==> src/rtl/multiplicador_sequencial_8bits_pkg.sv <==
// multiplicador_sequencial_8bits_pkg: state encodings and sizing shared by the sequential multiplier
package multiplicador_sequencial_8bits_pkg;
  typedef enum logic [1:0] {
    OCIOSO  = 2'b00,
    CALCULA = 2'b01,
    FIM     = 2'b10
  } estado_t;
  localparam int LARGURA = 8;
  localparam int N_ITER  = 8;
endpackage

==> src/rtl/multiplicador_sequencial_8bits_somador.sv <==
// somador_8bits: 8-bit ripple-carry adder with carry-in and carry-out
module somador_8bits
  import multiplicador_sequencial_8bits_pkg::*;
(
  input  logic [LARGURA-1:0] i_a,
  input  logic [LARGURA-1:0] i_b,
  input  logic               i_cin,
  output logic [LARGURA-1:0] o_soma,
  output logic               o_cout
);
  logic [LARGURA:0] w_c;
  assign w_c[0] = i_cin;
  for (genvar i = 0; i < LARGURA; i++) begin : g_fa
    assign o_soma[i]  = i_a[i] ^ i_b[i] ^ w_c[i];
    assign w_c[i + 1] = (i_a[i] & i_b[i]) | (w_c[i] & (i_a[i] ^ i_b[i]));
  end
  assign o_cout = w_c[LARGURA];
endmodule

==> src/rtl/multiplicador_sequencial_8bits.sv <==
// multiplicador_sequencial_8bits: shift-and-add 8x8 multiplier, low byte plus overflow flag
// MULT_ENCERRAMENTO_ANTECIPADO_EN: finish as soon as the remaining multiplier bits are all zero
module multiplicador_sequencial_8bits #(
  parameter int LARGURA = multiplicador_sequencial_8bits_pkg::LARGURA
) (
  input  logic               Clock,
  input  logic               Reset,
  input  logic               Iniciar,
  input  logic [LARGURA-1:0] A,
  input  logic [LARGURA-1:0] B,
  output logic [LARGURA-1:0] Produto,
  output logic               Overflow,
  output logic               Ocupado,
  output logic               Pronto
);
  import multiplicador_sequencial_8bits_pkg::*;
  estado_t r_estado, w_prox;
  logic [2*LARGURA-1:0] r_mcando, r_acc, w_parcela, w_soma;
  logic [LARGURA-1:0] r_mdor, w_mdor_prox;
  logic [3:0] r_cont;
  logic w_c_baixo, w_c_alto, w_ultimo;
  assign w_parcela   = r_mdor[0] ? r_mcando : '0;
  assign w_mdor_prox = r_mdor >> 1;
  // Two byte adders chained through the carry form the 16-bit accumulate
  somador_8bits u_baixo (
    .i_a    (r_acc[LARGURA-1:0]),
    .i_b    (w_parcela[LARGURA-1:0]),
    .i_cin  (1'b0),
    .o_soma (w_soma[LARGURA-1:0]),
    .o_cout (w_c_baixo)
  );
  somador_8bits u_alto (
    .i_a    (r_acc[2*LARGURA-1:LARGURA]),
    .i_b    (w_parcela[2*LARGURA-1:LARGURA]),
    .i_cin  (w_c_baixo),
    .o_soma (w_soma[2*LARGURA-1:LARGURA]),
    .o_cout (w_c_alto)
  );
`ifdef MULT_ENCERRAMENTO_ANTECIPADO_EN
  assign w_ultimo = (r_cont == 4'(N_ITER - 1)) || (w_mdor_prox == '0);
`else
  assign w_ultimo = r_cont == 4'(N_ITER - 1);
`endif
  always_ff @(posedge Clock) begin
    if (Reset) r_estado <= OCIOSO;
    else r_estado <= w_prox;
  end
  always_comb begin
    w_prox  = r_estado == OCIOSO  ? (Iniciar ? CALCULA : OCIOSO) :
              r_estado == CALCULA ? (w_ultimo ? FIM : CALCULA) : OCIOSO;
    Ocupado = r_estado == CALCULA;
    Pronto  = r_estado == FIM;
  end
  always_ff @(posedge Clock) begin
    if (Reset) begin
      r_mcando <= '0;
      r_mdor   <= '0;
      r_acc    <= '0;
      r_cont   <= '0;
      Produto  <= '0;
      Overflow <= 1'b0;
    end else if (r_estado == OCIOSO && Iniciar) begin
      r_mcando <= {{LARGURA{1'b0}}, A};
      r_mdor   <= B;
      r_acc    <= '0;
      r_cont   <= '0;
    end else if (r_estado == CALCULA) begin
      r_acc    <= w_soma;
      r_mdor   <= w_mdor_prox;
      r_mcando <= r_mcando << 1;
      r_cont   <= r_cont + 4'd1;
      // The carry out of the high byte never fires; folding it in keeps the flag complete
      if (w_ultimo) begin
        Produto  <= w_soma[LARGURA-1:0];
        Overflow <= |{w_c_alto, w_soma[2*LARGURA-1:LARGURA]};
      end
    end
  end
endmodule

==> config.mk <==
export PLATFORM = sky130hd
export DESIGN_NAME = multiplicador_sequencial_8bits
export DESIGN_NICKNAME = d
export VERILOG_FILES = /design/src/rtl/multiplicador_sequencial_8bits_pkg.sv /design/src/rtl/multiplicador_sequencial_8bits_somador.sv /design/src/rtl/multiplicador_sequencial_8bits.sv
export SDC_FILE = /design/constraint.sdc
export NUM_CORES = 1
export LEC_CHECK = 0
export BUFFER_PORTS_ARGS = -buffer_cell sky130_fd_sc_hd__buf_4
export CAP_MARGIN = 10
export CORE_MARGIN = 2
export CORE_UTILIZATION = 40
export DETAILED_ROUTE_END_ITERATION = 8
export GPL_TIMING_DRIVEN = 0
export PLACE_DENSITY = 0.65
export SYNTH_ARGS = -nofsm -noshare
export SYNTH_HDL_FRONTEND = slang
export SYNTH_SLANG_ARGS = --single-unit
==> constraint.sdc <==
create_clock -name Clock -period 7 [get_ports Clock]
set_input_delay 1.4 -clock Clock [delete_from_list [all_inputs] [get_ports Clock]]
set_output_delay 1.4 -clock Clock [all_outputs]
set_load 0.02 [all_outputs]
==> reports/metrics.yaml <==
ff_latch_area_um2: 1100
cts_root_buf: "clkbuf_8"
synth_top_area_cell: "dfxtp_1"
rrSetupSlack_ns: 0.31
cts_setup_buffers: 0
drive_gt1_share_pct: 16.7
tightest_slew_ns: 0.580
drtAntennaViolNets: 0
rows: 29
place_ws_ns: 0.199
slew_headroom_pct: 61.4
io_pins: 30
cts_tree: "built"
final_cell_mix: "dfxtp_1 (54), nand2_1 (46), buf_4 (31), a21oi_1 (31), nor2_1 (27)"
die_h_um: 83.9
synth_fp_nets: 324
netlist_area_um2: 2550
synth_cell_type_count: 33
fin_tns_setup_ns: 0
irDropWorstVdd_v: 0.000114
fin_crit_ns: 6.69
grt_overflow_total: 0
gp_congestion: 0.835
p_leak_nw: 1.14
startpoint_type: "flip-flop"
cts_sinks: 55
nets: 359
via_count: 2089
postCtsResizedCells: 0
worst_r2r_endpoint: "Overflow$_SDFFE_PP0P_"
synth_edf_count: 0
hold_start: "r_mcando[14]$_SDFFE_PP0P_"
avgSynthCellArea_um2: 8.87
synth_ff_type: "dfxtp_1"
whs_path_depth: 2
route.detailed.drc: 0
ys_warn_count: 0
track_usage_pct: 16.7
netlist.area_leader.share_pct: 43.1
h-tree-depth: 2
clkLatencyLatePin_ns: 0.31
cp-end-kind: "flip-flop"
dr.pass1.iters: 4
drv_slew: 0
drt_iter0_markers: 111
r2r_start: "r_mcando[0]$_SDFFE_PP0P_"
finalCritPeriodShare_pct: 95.6
synth_cells: 288
cp.arrival_ns: 6.92
yosys-top-cells-area: "dfxtp_1 (43%), fa_1 (12%), nand2_1 (6.8%), a211oi_1 (6.2%), a21oi_1 (6.1%)"
die_area_um2: 7040
hold_buffers: 0
fin_ws_ns: 0.307
setup_viol: 0
synth_seq_cells: 55
die_width_um: 83.9
clock.fmax_ghz: 0.149
clk_pin_slew_ns: 0.10
design_area_um2: 2980
grt_start_max_net_pins: 18
final_hold_viol_count: 0
cts_buffers: 5
reg2regPathDepth: 24
hold-path-endpoint: "r_mcando[15]$_SDFFE_PP0P_"
p_per_area_nw_per_um2: 206
io_buffer_count: 28
place_area_um2: 2860
grt_pass1_wl_um: 9400
multi_input_area_um2: 1300
clk_path_buf_depth: 2
maxCapViolCount: 0
required_ns: 7.23
wirelength_um: 5660
critPathMaxFanout: 3
diodes: 0
async_reset_ff_share_pct: 0
wl_per_cell_um: 14.1
fin_worst_skew_ns: 0.00650
grt_pass1_vias: 1984
hold_path_class: "reg -> reg"
area_delta_synth_final_pct: 16.7
rsz0062_at_grt: "no"
antenna_found_initial: 0
layout_commonest_cell: "dfxtp_1"
path_class: "reg -> reg"
avgViaCountPerCell: 5.21
status: "finished, final reports clean"
place_hpwl_um: 4100
core-area_um2: 6280
ys_seq_area_share_pct: 43.1
start_util_pct: 40.7
fillers: 609
-- final cells by class --
cell class / count / share of cell area [%]
Multi-Input combinational cell: 201 / 43.6
Sequential cell: 55 / 37.1
Timing Repair Buffer: 28 / 7.05
Buffer: 20 / 3.74
Tap cell: 77 / 3.23
Clock buffer: 5 / 2.31
Inverter: 12 / 1.51
Clock inverter: 3 / 1.47
-- worst max-delay path, cell delays in order (launching register included) --
cell      delay [ns]
dfxtp_1         0.36
and2_1          0.17
ha_1            0.18
inv_1           0.07
fa_1            0.17
fa_1            0.17
inv_1           0.05
fa_1            0.38
fa_1            0.39
fa_1            0.39
fa_1            0.40
fa_1            0.39
fa_1            0.39
fa_1            0.41
fa_2            0.36
fa_1            0.36
inv_1           0.08
fa_1            0.16
inv_1           0.05
fa_1            0.38
fa_1            0.38
inv_1           0.08
fa_1            0.42
and3_1          0.18
a311oi_1        0.23
-- Yosys cell counts (all sizes together), types with 3 or more instances --
cell type,count
clkbuf,8
o21ai,7
and2,12
nand2,46
fa,15
dfxtp,55
inv,12
buf,12
a21oi,31
nand3,7
nor2,27
o2bb2ai,3
o22ai,11
a211oi,21
-- metal layers --
layer	up-vias	routed length (µm)	GRT usage, %
li1	1044	-	-
met5	-	0	0
met3	7	239	3.07
met1	992	2720	23.2
met2	46	2620	26.4
met4	0	76	5.57
-- flip-flops by register name (all words and copies together) (netlist names) --
signal	cells
r_acc	16
r_mcando	16
Produto	8
r_mdor	8
r_cont	4
r_estado	2
Overflow	1
-- stage by stage --
| step | hold slack [ns] | power [mW] | util, % | instances |
|---|---|---|---|---|
| 2_1_floorplan | 0.434 | 0.382 | - | 288 |
| 3_3_place_gp | 0.448 | 0.406 | 45.6 | 393 |
| 3_5_place_dp | 0.460 | 0.407 | 45.6 | 393 |
| 4_1_cts | 0.472 | 0.617 | 47.4 | 401 |
| 5_1_grt | 0.492 | 0.636 | 47.5 | 401 |
| 6_report | 0.472 | 0.613 | 47.5 | 401 |
-- worst max-delay path by stage --
stage	startpoint	endpoint	slack, ns	cells past startpoint
global placement	r_mdor[0]$_SDFFE_PP0P_	Overflow$_SDFFE_PP0P_	0.26	24
finish	r_mcando[0]$_SDFFE_PP0P_	Overflow$_SDFFE_PP0P_	0.31	24
floorplan	r_mdor[0]$_SDFFE_PP0P_	Overflow$_SDFFE_PP0P_	0.64	24
CTS	r_mdor[0]$_SDFFE_PP0P_	Overflow$_SDFFE_PP0P_	0.13	23
detailed placement	r_mdor[0]$_SDFFE_PP0P_	Overflow$_SDFFE_PP0P_	0.20	23
global route	r_mcando[0]$_SDFFE_PP0P_	Overflow$_SDFFE_PP0P_	0.02	24
-- logic make-up after synthesis --
family	Yosys count	share of synthesized area, %
and+or+nand+nor	104	18.4
adders and majority gates	17	12.7
AOI/OAI and AO/OA	78	19.0
buffers and inverters	32	6.08
DFF	55	43.1
xor gates and xnor gates	2	0.686
-- power by group --
group | switching [mW] | leakage [nW] | internal [mW]
Combinational | 0.0392 | 0.630 | 0.0283
Sequential | 0.00849 | 0.448 | 0.324
Clock | 0.107 | 0.0581 | 0.107
Total | 0.154 | 1.14 | 0.459
(Power assumes the default switching activity.)
